==> src/rtl/station_pkg.sv <==
// rtl/station_pkg.sv - shared state encodings and iop field positions for station_array
package station_pkg;

  typedef logic [2:0] st_state_t;

  // Per-entry sequencer states; state[2]=1 marks a ready-to-issue state.
  localparam st_state_t ST_FREE   = 3'b000;
  localparam st_state_t ST_WAIT_1 = 3'b001;
  localparam st_state_t ST_WAIT_2 = 3'b010;
  localparam st_state_t ST_WAIT_3 = 3'b011;
  localparam st_state_t ST_LOAD_0 = 3'b100;
  localparam st_state_t ST_LOAD_1 = 3'b101;
  localparam st_state_t ST_ALU    = 3'b110;
  localparam st_state_t ST_STORE  = 3'b111;

  // iop word field indices
  localparam int IOP_WB  = 28;
  localparam int IOP_JSR = 23;
  localparam int IOP_RMW = 4;

endpackage

==> src/rtl/station_age_matrix.sv <==
// rtl/station_age_matrix.sv - age matrix tracking allocation order; picks the oldest ready entry
module station_age_matrix #(
  parameter int DEPTH = 4,
  parameter int TAG_W = $clog2(DEPTH)
) (
  input  logic             clk,
  input  logic             rst,
  input  logic             clr,
  input  logic [DEPTH-1:0] alloc_i,
  input  logic [DEPTH-1:0] ready_i,
  output logic [DEPTH-1:0] oldest_o,
  output logic [TAG_W-1:0] oldest_tag_o
);

  // age_q[i][j]=1 means entry i was allocated before entry j.
  logic [DEPTH-1:0] age_q [DEPTH];
  logic [DEPTH-1:0] blocked;

  // On allocation of entry k every other entry becomes older than k, and k older than none.
  always_ff @(posedge clk or posedge rst) begin
    if (rst) begin
      for (int i = 0; i < DEPTH; i++) age_q[i] <= '0;
    end else if (clr) begin
      for (int i = 0; i < DEPTH; i++) age_q[i] <= '0;
    end else begin
      for (int i = 0; i < DEPTH; i++) begin
        for (int j = 0; j < DEPTH; j++) begin
          if (alloc_i[i]) age_q[i][j] <= 1'b0;
          else if (alloc_i[j]) age_q[i][j] <= 1'b1;
        end
      end
    end
  end

  // A ready entry is oldest when no other ready entry is older than it.
  always_comb begin
    blocked      = '0;
    oldest_o     = '0;
    oldest_tag_o = '0;
    for (int i = 0; i < DEPTH; i++) begin
      for (int j = 0; j < DEPTH; j++) begin
        if (j != i && ready_i[j] && age_q[j][i]) blocked[i] = 1'b1;
      end
      if (ready_i[i] && !blocked[i]) begin
        oldest_o[i]  = 1'b1;
        oldest_tag_o = TAG_W'(i);
      end
    end
  end

endmodule

==> src/rtl/station_array.sv <==
// rtl/station_array.sv - DEPTH-entry reservation station with tag writeback and oldest-ready issue; STATION_ARRAY_FLUSH_EN adds a flush input
module station_array
  import station_pkg::*;
#(
  parameter int DEPTH  = 4,
  parameter int DATA_W = 16,
  parameter int TAG_W  = $clog2(DEPTH)
) (
  input  logic              clk,
  input  logic              a_rst,
`ifdef STATION_ARRAY_FLUSH_EN
  input  logic              flush,
`endif
  input  logic              id_feed,
  input  logic [31:0]       id_iop,
  input  logic [2:0]        id_iop_init,
  input  logic [DATA_W-1:0] id_pc,
  input  logic [DATA_W-1:0] id_k16,
  output logic              id_full,
  output logic [TAG_W-1:0]  id_tag,
  input  logic              lsu_wb,
  input  logic [TAG_W-1:0]  lsu_tag,
  input  logic [DATA_W-1:0] lsu_data,
  output logic              r_valid,
  output logic [TAG_W-1:0]  r_tag,
  output logic [2:0]        r_status,
  output logic [31:0]       r_iop,
  output logic [DATA_W-1:0] r_pc,
  output logic [DATA_W-1:0] r_k16,
  output logic              r_will_complete,
  output logic [DEPTH-1:0]  r_busy,
  input  logic              sched_ack
);

  logic              flush_w;
  logic              any_free;
  logic [TAG_W-1:0]  free_tag;
  logic              alloc_en;
  logic [DEPTH-1:0]  alloc_oh;
  logic [DEPTH-1:0]  ready;
  logic [DEPTH-1:0]  oldest_oh;
  logic [DEPTH-1:0]  ack_oh;
  st_state_t         st_a  [DEPTH];
  logic [31:0]       iop_a [DEPTH];
  logic [DATA_W-1:0] pc_a  [DEPTH];
  logic [DATA_W-1:0] k16_a [DEPTH];

`ifdef STATION_ARRAY_FLUSH_EN
  assign flush_w = flush;
`else
  assign flush_w = 1'b0;
`endif

  // Lowest-index free entry, from registered state only, so an entry freed this cycle is not reused yet.
  always_comb begin
    any_free = 1'b0;
    free_tag = '0;
    for (int i = DEPTH - 1; i >= 0; i--) begin
      if (!r_busy[i]) begin
        any_free = 1'b1;
        free_tag = TAG_W'(i);
      end
    end
  end

  assign id_full  = !any_free;
  assign id_tag   = free_tag;
  assign alloc_en = id_feed && any_free && (id_iop_init != ST_FREE) && !flush_w;
  assign ack_oh   = (sched_ack && r_valid) ? oldest_oh : '0;

  genvar g;
  for (g = 0; g < DEPTH; g++) begin : g_ent
    st_state_t         st_q, st_d;
    logic [31:0]       iop_q;
    logic [DATA_W-1:0] pc_q, k16_q, k16_d;
    logic              wb_hit, ack_hit;

    assign alloc_oh[g] = alloc_en && (free_tag == TAG_W'(g));
    assign wb_hit      = lsu_wb && (lsu_tag == TAG_W'(g));
    assign ack_hit     = ack_oh[g];
    assign ready[g]    = st_q[2];
    assign r_busy[g]   = (st_q != ST_FREE);
    assign st_a[g]     = st_q;
    assign iop_a[g]    = iop_q;
    assign pc_a[g]     = pc_q;
    assign k16_a[g]    = k16_q;

    // Entry sequencer next state and k16 update (allocation beats writeback for k16).
    always_comb begin
      st_d  = st_q;
      k16_d = k16_q;
      if (alloc_oh[g]) k16_d = id_k16;
      else if (wb_hit && st_q != ST_FREE) k16_d = lsu_data;
      if (flush_w) begin
        st_d = ST_FREE;
      end else begin
        case (st_q)
          ST_FREE:   if (alloc_oh[g]) st_d = id_iop_init;
          ST_WAIT_1: if (wb_hit) st_d = ST_LOAD_1;
          ST_WAIT_2: if (wb_hit) st_d = ST_ALU;
          ST_WAIT_3: st_d = ST_STORE;
          ST_LOAD_0: if (ack_hit) st_d = ST_WAIT_1;
          ST_LOAD_1: if (ack_hit) st_d = iop_q[IOP_WB] ? ST_FREE : ST_WAIT_2;
          ST_ALU:    if (ack_hit) st_d = iop_q[IOP_JSR] ? ST_STORE : ST_FREE;
          default:   if (ack_hit) st_d = ST_FREE;
        endcase
      end
    end

    // Entry registers; iop and pc are captured only on allocation.
    always_ff @(posedge clk or posedge a_rst) begin
      if (a_rst) begin
        st_q  <= ST_FREE;
        iop_q <= '0;
        pc_q  <= '0;
        k16_q <= '0;
      end else begin
        st_q  <= st_d;
        k16_q <= k16_d;
        if (alloc_oh[g]) begin
          iop_q <= id_iop;
          pc_q  <= id_pc;
        end
      end
    end
  end

  station_age_matrix #(.DEPTH(DEPTH), .TAG_W(TAG_W)) u_age (
    .clk          (clk),
    .rst          (a_rst),
    .clr          (flush_w),
    .alloc_i      (alloc_oh),
    .ready_i      (ready),
    .oldest_o     (oldest_oh),
    .oldest_tag_o (r_tag)
  );

  assign r_valid  = |ready;
  assign r_status = st_a[r_tag];
  assign r_iop    = iop_a[r_tag];
  assign r_pc     = pc_a[r_tag];
  assign r_k16    = k16_a[r_tag];

  // Selected entry would leave to FREE if acked in this cycle.
  always_comb begin
    r_will_complete = 1'b0;
    case (r_status)
      ST_LOAD_1: r_will_complete = r_iop[IOP_WB];
      ST_ALU:    r_will_complete = !r_iop[IOP_JSR];
      ST_STORE:  r_will_complete = 1'b1;
      default:   r_will_complete = 1'b0;
    endcase
    if (!r_valid) r_will_complete = 1'b0;
  end

endmodule

==> config.mk <==
export PLATFORM = sky130hd
export DESIGN_NAME = station_array
export DESIGN_NICKNAME = d
export VERILOG_FILES = /design/src/rtl/station_pkg.sv /design/src/rtl/station_age_matrix.sv /design/src/rtl/station_array.sv
export SDC_FILE = /design/constraint.sdc
export NUM_CORES = 1
export LEC_CHECK = 0
export BUFFER_PORTS_ARGS = -buffer_cell sky130_fd_sc_hd__buf_2
export CORE_MARGIN = 2
export CORE_UTILIZATION = 53
export DETAILED_ROUTE_END_ITERATION = 8
export GPL_TIMING_DRIVEN = 0
export PLACE_DENSITY_LB_ADDON = 0.05
export SYNTH_ARGS = -nofsm -noshare
export SYNTH_HDL_FRONTEND = slang
export SYNTH_SLANG_ARGS = --single-unit
==> constraint.sdc <==
create_clock -name clk -period 11.3 [get_ports clk]
set_input_delay 3.39 -clock clk [delete_from_list [all_inputs] [get_ports clk]]
set_output_delay 3.39 -clock clk [all_outputs]
set_load 0.01 [all_outputs]
==> qor.csv, run 1 <==
stage,metric,value,unit
power,power.leakage,7.44,nW
floorplan,num_io_pins,168,
route,initialDrtViolationCount,946,
global_routing,grt_max_degree,129,
global_routing,antenna_found_initial,3,
timing,rsz0062_at_grt,no,
placed_design,placed_cell_area,0.0147,sq mm
yosys,synth_cell_types,64,
cells_and_area,finalNetCount,1690,
route,ant_nets,0,
worst_setup_path,rrSetupSlack,8.58,ns
cts,cts.sinks,280,
global_routing,grtUsageTotal,29.5,%
run_status,outcome,"complete, no violations",
placed_design,gp_congestion,0.902,
timing,skew,0.0132,ns
cts,ctsRootBufferMaster,clkbuf_16,
min_path,whs_path_depth,2,
route,first_pass_iters,6,
worst_setup_path,cpLargestDelayFamily,buffers and inverters,
yosys,syn_avg_cell_area,9.55,sq um
yosys,syn_nets,1489,
cts,clock_tree.buffer_depth,3,
timing,hold_viol,0,
yosys,synthesis.instances,1399,
worst_setup_path,reg2regPathDepth,6,
worst_setup_path,path_cells,buf_2 > nand2_1 > nand4_1 > clkbuf_1 > buf_2 > buf_2 > a31oi_1 > buf_2,
worst_setup_path,startpoint_type,flop,
yosys,yosys_warnings,0,
cts,cts_resized,0,
floorplan,rows,58,
min_path,hold_start,g_ent[3].iop_q[20],
worst_setup_path,crit_arrival,3.15,ns
cts,cts_tree,done,
worst_setup_path,cp_slowest_cell,clkbuf_1,
worst_setup_path,worstSetupPathType,reg -> out,
placed_design,place_inst,1898,
yosys,synth_ff_type,dfrtp_1,
floorplan,die_area,0.0265,sq mm
timing,post-route-min-period,6.54,ns
cts,clkTransAtPathRegs,0.06,ns
route,drc,0,
worst_setup_path,reg2reg_from,g_ent[2].st_q[1],
global_routing,grt_pass1_wl,60800,um
yosys,async_reset_ff_share,100,%
flow_run,cap_viol_max_count,0,
worst_setup_path,worst_path_largest_cell_delay,0.60,ns
yosys,synth-edff-count,0,
floorplan,fp.dieW,163,um
min_path,hold_class,reg -> reg,
worst_setup_path,critPathMaxFanout,10,
cells_and_area,drive_gt1_share,25.8,%
worst_setup_path,rr_endpoint,g_ent[2].pc_q[0],
floorplan,fp.dieH,163,um
power,power_density,346,mW/mm^2
timing,drv_slew,0,
route,vias_per_cell,5.80,
timing,setup_violations,0,
yosys,syn_area,0.0134,sq mm
cells_and_area,fin_cells,1956,
cts,post_cts_buffers,0,
worst_setup_path,crit_top_cell,buf_2,
timing,relSlewSlack,43.0,%
placed_design,dp_slack,5.39,ns
worst_setup_path,cp.depth,8,
placed_design,hpwl,26300,um
yosys,ys_seq_elements,280,
cts,clk_latency,0.56,ns
timing,fmax,153,MHz
global_routing,first_global_vias,11000,
cells_and_area,area_growth,17.1,%
route,vias,11300,
placed_design,io_buffer_count,167,
timing,setup_slack,4.76,ns
yosys,yosysSeqAreaShare,52.4,%
worst_setup_path,cp.required,7.91,ns
worst_setup_path,end_kind,output port,
min_path,whs_endpoint,g_ent[3].iop_q[20],
route,wl_per_cell,20.1,um
floorplan,fp.coreArea,0.0250,sq mm
floorplan,start_util,53.5,%
power,ir_worst_vdd,0.173,mV
cells_and_area,stdcell_area,0.0156,sq mm
timing,min_period_over_period,57.9,%
global_routing,overflow,0,
timing,worst_slew_pin_slew,0.852,ns
cts,tritoncts.num_buffers,30,
cts,ctsHoldBuffers,0,
route,wl,39300,um
worst_setup_path,crit_buf_inv,5,
cts,h-tree-depth,1,
synth_stat cells (3+ instances only):
cell type  instances  area share, %
a22o_1             3           0.20
nor3_2             3           0.22
nand3_1            7           0.26
o21ai_0           44            1.6
o21bai_1           4           0.22
a311oi_1           3           0.20
and2_1             4           0.19
nor3_4             3           0.37
or4_1              3           0.17
a31oi_1           66            3.1
inv_1             17           0.48
nand2_1          465             13
nor2_2             6           0.28
and3_1             3           0.14
mux2_2            94            7.9
a21bo_2            3           0.22
o221ai_1          64            4.2
nor3_1             5           0.19
a21oi_1           11           0.41
nor2_1            86            2.4
buf_4              5           0.28
buf_2             70            2.6
mux2_1             3           0.25
mux2i_1           33            2.5
a22oi_1           37            2.1
clkbuf_1          25           0.70
o21a_1             4           0.22
dfrtp_1          280             52
state kept, by name, summed over array words and instances (netlist names):
register     cells
g_ent.iop_q    128
g_ent.k16_q     64
g_ent.pc_q      64
g_ent.st_q      12
u_age.age_q     12
worst reg2reg max path, delay by kind of cell (launching register included):
family,cells,cell delay [ns]
multiplexers,1,0.36
flip-flops,1,0.48
AND/OR/NAND/NOR,2,0.85
buffers and inverters,3,0.92
stage by stage:
step	TNS (ns)	hold slack (ns)	power, mW	utilization [%]
finish	0	0.474	5.41	62.7
global route	0	0.492	5.77	62.7
CTS	0	0.478	5.41	62.7
detailed placement	0	0.463	4.44	58.8
global placement	-890.87	0.457	4.38	58.5
floorplan	0	0.445	3.45	-
cell families after synthesis:
family	after synthesis	synth area share (%)
buffers and inverters	123	4.32
flip-flops	280	52.4
XOR/XNOR	1	0.0655
AO/OA/AOI/OAI	264	14.2
AND/OR/NAND/NOR	601	18.4
multiplexers	130	10.6
layout by cell type (no fill, tap or decap), types with 5 or more instances in the layout:
cell type  instances
nand2_1          465
dfrtp_1          280
buf_2            237
mux2_2            94
nor2_1            86
a31oi_1           66
o221ai_1          64
o21ai_0           44
a22oi_1           37
mux2i_1           33
clkbuf_1          30
clkbuf_16         30
inv_1             16
a21oi_1           11
clkinv_2          10
nand3_1            7
nor2_2             6
buf_4              5
nor3_1             5
clkbuf_8           5
where the power goes:
group          internal, mW  switching (mW)  leakage [nW]
clock network         0.545           0.416         0.480
logic                  1.07            1.61          3.52
registers              1.48           0.278          3.44
total                  3.10            2.31          7.44
per-layer routing:
metal	global-route usage [%]	vias to the layer above	wire (um)
met3	4.53	77	2860
met4	8.85	4	1040
met2	48.1	445	18500
met1	41.0	5557	16900
li1	-	5264	-
met5	0	-	25
cell type report:
cell class	count	area, sq um
antenna	2	5.00
buffer	104	505
clock buffer	40	838
clock inverter	16	129
fill	2172	9320
inverter	19	78.8
multi-input combinational	996	5780
sequential	280	7010
tap	330	413
timing repair buffer	169	891
how the worst max path moves through the flow:
stage | from | end | slack [ns]
after floorplan | a_rst | g_ent[0].iop_q[0] | 0.19
after global placement | a_rst | g_ent[2].k16_q[4] | -3.21
after detailed placement | g_ent[0].st_q[2] | r_pc[5] | 5.39
after CTS | g_ent[0].st_q[2] | r_pc[5] | 4.80
after global routing | g_ent[0].st_q[2] | r_iop[16] | 4.61
final | g_ent[0].st_q[2] | r_pc[5] | 4.76
No activity file was read; power rests on OpenSTA's default activity.
==> run 2: changes to the inputs <==
- clock period: 11.3 -> 5.6 ns (I/O delays scaled with it)
==> run 2 against run 1 <==
Via count grew 0.81%. Register-to-register slack lost 5.7 ns. Sequential share of layout area shrank 0.46 points. Non-clock buffer count grew 6. Critical endpoint is now r_k16[15].
==> qor.csv, run 2 (synthesis results as in run 1) <==
stage,metric,value,unit
route,vias_per_cell,5.83,
timing,rsz0062_at_grt,no,
placed_design,dp_slack,1.43,ns
floorplan,fp.dieH,163,um
power,switching_share,42.2,%
power,power.leakage,7.50,nW
cts,h-tree-depth,1,
worst_setup_path,crit_arrival,3.14,ns
worst_setup_path,reg2reg_from,g_ent[2].st_q[1],
timing,worst_slew_pin_slew,0.767,ns
global_routing,grtUsageTotal,29.9,%
worst_setup_path,reg2regPathDepth,6,
route,initialDrtViolationCount,1152,
placed_design,gp_congestion,0.884,
timing,drv_slew,0,
timing,setup_violations,0,
power,ir_worst_vdd,0.439,mV
timing,hold_viol,0,
cts,clkTransAtPathRegs,0.06,ns
cells_and_area,top_regs,"g_ent.iop_q: 128 flops, g_ent.k16_q: 64 flops, g_ent.pc_q: 64 flops",
timing,relSlewSlack,48.8,%
power,p_clk_share,18.6,%
timing,post-route-min-period,4.82,ns
cts,clk_latency,0.57,ns
floorplan,start_util,53.5,%
floorplan,num_io_pins,168,
worst_setup_path,startpoint_type,flop,
floorplan,fp.coreArea,0.0250,sq mm
power,p_seq_share,32.1,%
cells_and_area,layout_commonest_cell,nand2_1,
floorplan,rows,58,
route,vias,11400,
route,wl,39700,um
global_routing,grt_max_degree,40,
placed_design,io_buffer_count,167,
cells_and_area,top_register,g_ent.iop_q,
worst_setup_path,rrSetupSlack,2.90,ns
cells_and_area,finalNetCount,1695,
cts,cts_resized,0,
worst_setup_path,rr_endpoint,g_ent[2].pc_q[0],
cts,cts.sinks,280,
min_path,hold_class,reg -> reg,
worst_setup_path,critPathMaxFanout,10,
placed_design,placed_cell_area,0.0148,sq mm
cells_and_area,stdcell_area,0.0158,sq mm
flow_run,cap_viol_max_count,0,
worst_setup_path,cp-endpoint,r_k16[15],
global_routing,antenna_found_initial,7,
cells_and_area,layout_common_cells,"465 x nand2_1, 280 x dfrtp_1, 237 x buf_2",
floorplan,die_area,0.0265,sq mm
global_routing,overflow,0,
timing,min_period_over_period,86.0,%
route,first_pass_iters,6,
cells_and_area,fillers,2135,
placed_design,hpwl,26900,um
global_routing,first_global_vias,11200,
cts,ctsRootBufferMaster,clkbuf_16,
cells_and_area,post-route-util,63.3,%
cts,clock_tree.buffer_depth,3,
worst_setup_path,end_kind,output port,
power,internal_power,6.39,mW
cells_and_area,drive_gt1_share,25.9,%
route,drc,0,
timing,fin_setup_tns,0,ns
route,wl_per_cell,20.2,um
global_routing,grt_pass1_wl,61900,um
power,pwr-share-comb,49.2,%
cts,cts_tree,done,
worst_setup_path,cp.required,3.92,ns
cells_and_area,largest_reg_flops,128,
timing,setup_slack,0.783,ns
timing,fmax,208,MHz
timing,skew,0.0231,ns
cts,tritoncts.num_buffers,29,
route,ant_nets,0,
worst_setup_path,worstSetupPathType,reg -> out,
cts,post_cts_buffers,0,
power,power_density,700,mW/mm^2
worst_setup_path,startpoint,g_ent[0].st_q[2],
floorplan,fp.dieW,163,um
cells_and_area,area_growth,18.3,%
run_status,outcome,"complete, no violations",
cts,ctsHoldBuffers,0,
power,p_switching,4.67,mW
==> run 2: changes by cell type in the layout (fill, tap and decap cells not counted), moves of 2 or more <==
cell,before,now
buf_12,0,8
clkinv_2,10,4
bufinv_16,1,4
diode_2,2,5
buf_16,2,0
clkbuf_8,5,7
clkinv_4,2,0
==> run 2: critical path, cell delays in order, from the launching register on <==
cell and delay, ns:
dfrtp_1 0.33, buf_2 0.20, nand2_1 0.11, nand4_1 0.19, clkbuf_1 0.60, clkbuf_1 0.65, a31oi_1 0.27, buf_2 0.22
==> run 2: layer usage <==
metal	share of wire (%)	global-route usage, %	vias to the layer above
li1	-	-	5271
met1	43	42.3	5637
met2	46	46.9	450
met3	7.3	4.99	79
met4	3.1	11.0	2
met5	0.033	0	-
==> run 2: cell type report <==
class                           instances  area (sq um)  share of cell area (%)
Buffer                                104           505                    3.20
Sequential cell                       280          7010                    44.3
Multi-Input combinational cell        996          5780                    36.6
Timing Repair Buffer                  175           996                    6.30
Clock inverter                         11           175                    1.11
Clock buffer                           42           845                    5.34
Antenna cell                            5          12.5                  0.0791
Inverter                               19          75.1                   0.475
Tap cell                              330           413                    2.61
==> run 2: stage by stage <==
step | std cells | total power [mW] | hold slack [ns]
3_3_place_gp | 1896 | 8.86 | 0.457
4_1_cts | 1957 | 11.1 | 0.477
5_1_grt | 1961 | 11.8 | 0.490
2_1_floorplan | 1399 | 6.96 | 0.445
3_5_place_dp | 1904 | 8.97 | 0.463
6_report | 1962 | 11.1 | 0.473
==> run 2: power by group through the flow <==
stage	clock network, mW	registers (mW)	logic (mW)
floorplan	0	3.41	3.56
global placement	0	3.53	5.33
detailed placement	0	3.56	5.42
CTS	2.08	3.54	5.45
global route	2.17	3.67	5.96
finish	2.06	3.55	5.45
==> run 2: how the worst min path moves through the flow <==
stage                     slack, ns  cells past startpoint               start                 end
after floorplan                0.45                      2  g_ent[3].iop_q[31]  g_ent[3].iop_q[31]
after global placement         0.46                      2  g_ent[0].iop_q[27]  g_ent[0].iop_q[27]
after detailed placement       0.46                      2   g_ent[3].iop_q[3]   g_ent[3].iop_q[3]
after CTS                      0.48                      2   g_ent[3].iop_q[3]   g_ent[3].iop_q[3]
after global routing           0.49                      2  g_ent[3].iop_q[15]  g_ent[3].iop_q[15]
final                          0.47                      2  g_ent[3].iop_q[18]  g_ent[3].iop_q[18]
==> run 3: changes to the inputs <==
- clock period: 5.6 -> 4.1 ns (I/O delays scaled with it)
==> run 3 against run 2 <==
Sequential cell count is the same. Routed wire length grew 0.27%. Die area unchanged. Count of clock-buffer cells in the layout unchanged. Register-to-register slack worse by 1.5 ns.
==> qor.csv, run 3 (synthesis results as in run 1) <==
stage,metric,value,unit
cts,clk_latency,0.57,ns
power,power.leakage,7.54,nW
placed_design,io_buffer_count,167,
cts,cts.sinks,280,
route,wl_per_cell,20.3,um
route,first_pass_iters,6,
worst_setup_path,cp.required,2.87,ns
route,ant_nets,0,
timing,drv_slew,0,
route,initialDrtViolationCount,1049,
cts,clock_tree.buffer_depth,3,
timing,rsz0062_at_grt,no,
cells_and_area,top_register,g_ent.iop_q,
worst_setup_path,critPathMaxFanout,10,
cells_and_area,fillers,2136,
cells_and_area,drive_gt1_share,26.5,%
worst_setup_path,startpoint_type,flop,
worst_setup_path,reg2regPathDepth,6,
run_status,outcome,"complete, no violations",
route,vias,11500,
cells_and_area,fin_cells,1964,
global_routing,grt_max_degree,40,
placed_design,gp_congestion,0.884,
route,vias_per_cell,5.87,
cells_and_area,finalNetCount,1696,
min_path,hold_start,g_ent[3].iop_q[18],
worst_setup_path,rrSetupSlack,1.39,ns
route,drc,0,
floorplan,start_util,53.5,%
min_path,whs_path_depth,2,
placed_design,hpwl,26900,um
power,power_density,961,mW/mm^2
global_routing,antenna_found_initial,7,
worst_setup_path,crit_arrival,2.76,ns
cells_and_area,top_regs,"g_ent.iop_q: 128 flops, g_ent.k16_q: 64 flops, g_ent.pc_q: 64 flops",
global_routing,grt_pass1_wl,62000,um
placed_design,place_inst,1904,
route,wl,39800,um
floorplan,die_area,0.0265,sq mm
cells_and_area,largest_reg_flops,128,
timing,fmax,251,MHz
timing,hold_viol,0,
floorplan,fp.dieW,163,um
cts,ctsRootBufferMaster,clkbuf_16,
floorplan,rows,58,
timing,min_period_over_period,97.3,%
cts,h-tree-depth,1,
timing,setup_violations,0,
flow_run,cap_viol_max_count,0,
worst_setup_path,rr_endpoint,g_ent[2].pc_q[0],
floorplan,fp.dieH,163,um
floorplan,num_io_pins,168,
cts,tritoncts.num_buffers,29,
timing,post-route-min-period,3.99,ns
cts,cts_tree,done,
timing,skew,0.0241,ns
min_path,hold_class,reg -> reg,
cells_and_area,layout_commonest_cell,nand2_1,
timing,relSlewSlack,51.6,%
global_routing,overflow,0,
worst_setup_path,end_kind,output port,
power,ir_worst_vdd,0.603,mV
cells_and_area,post-route-util,63.7,%
min_path,whs_endpoint,g_ent[3].iop_q[18],
timing,worst_slew_pin_slew,0.720,ns
floorplan,fp.coreArea,0.0250,sq mm
worst_setup_path,worstSetupPathType,reg -> out,
global_routing,first_global_vias,11200,
cells_and_area,layout_common_cells,"465 x nand2_1, 280 x dfrtp_1, 220 x buf_2",
cells_and_area,area_growth,19.0,%
global_routing,grtUsageTotal,30.0,%
cts,clkTransAtPathRegs,0.07,ns
worst_setup_path,reg2reg_from,g_ent[2].st_q[1],
==> run 3: where the power goes <==
group / internal (mW) / switching [mW] / leakage [nW]
sequential: 4.09 / 0.756 / 3.44
clock: 1.68 / 1.14 / 0.497
combinational: 3.09 / 4.53 / 3.61
==> run 3: layout make-up <==
type / count / area [sq um] / area share [%]
Inverter: 19 / 75.1 / 0.472
Clock buffer: 42 / 845 / 5.31
Tap cell: 330 / 413 / 2.60
Multi-Input combinational cell: 996 / 5800 / 36.5
Antenna cell: 6 / 15.0 / 0.0944
Timing Repair Buffer: 176 / 1020 / 6.39
Buffer: 104 / 558 / 3.51
Clock inverter: 11 / 175 / 1.10
Sequential cell: 280 / 7010 / 44.1
==> run 3: critical path, cell delays in order (launching register included) <==
cell and delay [ns]:
dfrtp_1 0.43, buf_4 0.19, a22o_1 0.25, nor2_2 0.23
buf_4 0.26, buf_2 0.32, nand2_1 0.09, a31oi_1 0.24
buf_2 0.17
==> run 3: per-stage QoR <==
| stage | TNS [ns] | worst slack [ns] | hold WS [ns] | area, sq um | total power [mW] |
|---|---|---|---|---|---|
| after floorplan | -234.45 | -0.837 | 0.445 | 13400 | 9.51 |
| after global placement | -745.14 | -2.69 | 0.457 | 14600 | 12.1 |
| after detailed placement | 0 | 0.376 | 0.463 | 14800 | 12.3 |
| after CTS | 0 | 0.0281 | 0.477 | 15800 | 15.1 |
| after global routing | 0 | 0.00840 | 0.490 | 15900 | 16.3 |
| final | 0 | 0.110 | 0.474 | 15900 | 15.3 |
==> run 3: what timing repair did <==
action | CTS | global route
hold buffers | 0 | 0
setup buffers | 0 | 1
endpoints found under the hold margin | 0 | 0
setup endpoints to repair | 62 | 42
resized for setup | 7 | 28
pin swaps | 0 | 1
==> run 3: per-layer routing <==
layer  track usage (%)  up-vias  wire [um]
met3              4.99       91       3240
met1              42.4     5650      16800
met2              46.9      515      18400
li1                  -     5278          -
met5                 0        -         13
met4              11.0        2       1350
==> run 3: worst max-delay path by stage <==
stage | depth (start not counted) | slack (ns) | endpoint | startpoint
finish | 8 | 0.11 | r_k16[6] | g_ent[1].st_q[2]
CTS | 8 | 0.03 | r_pc[5] | g_ent[1].st_q[2]
global placement | 2 | -2.69 | g_ent[2].iop_q[3] | a_rst
global route | 8 | 0.008 | r_pc[8] | g_ent[1].st_q[2]
detailed placement | 6 | 0.38 | r_k16[15] | g_ent[3].st_q[2]
floorplan | 1 | -0.84 | g_ent[0].iop_q[0] | a_rst
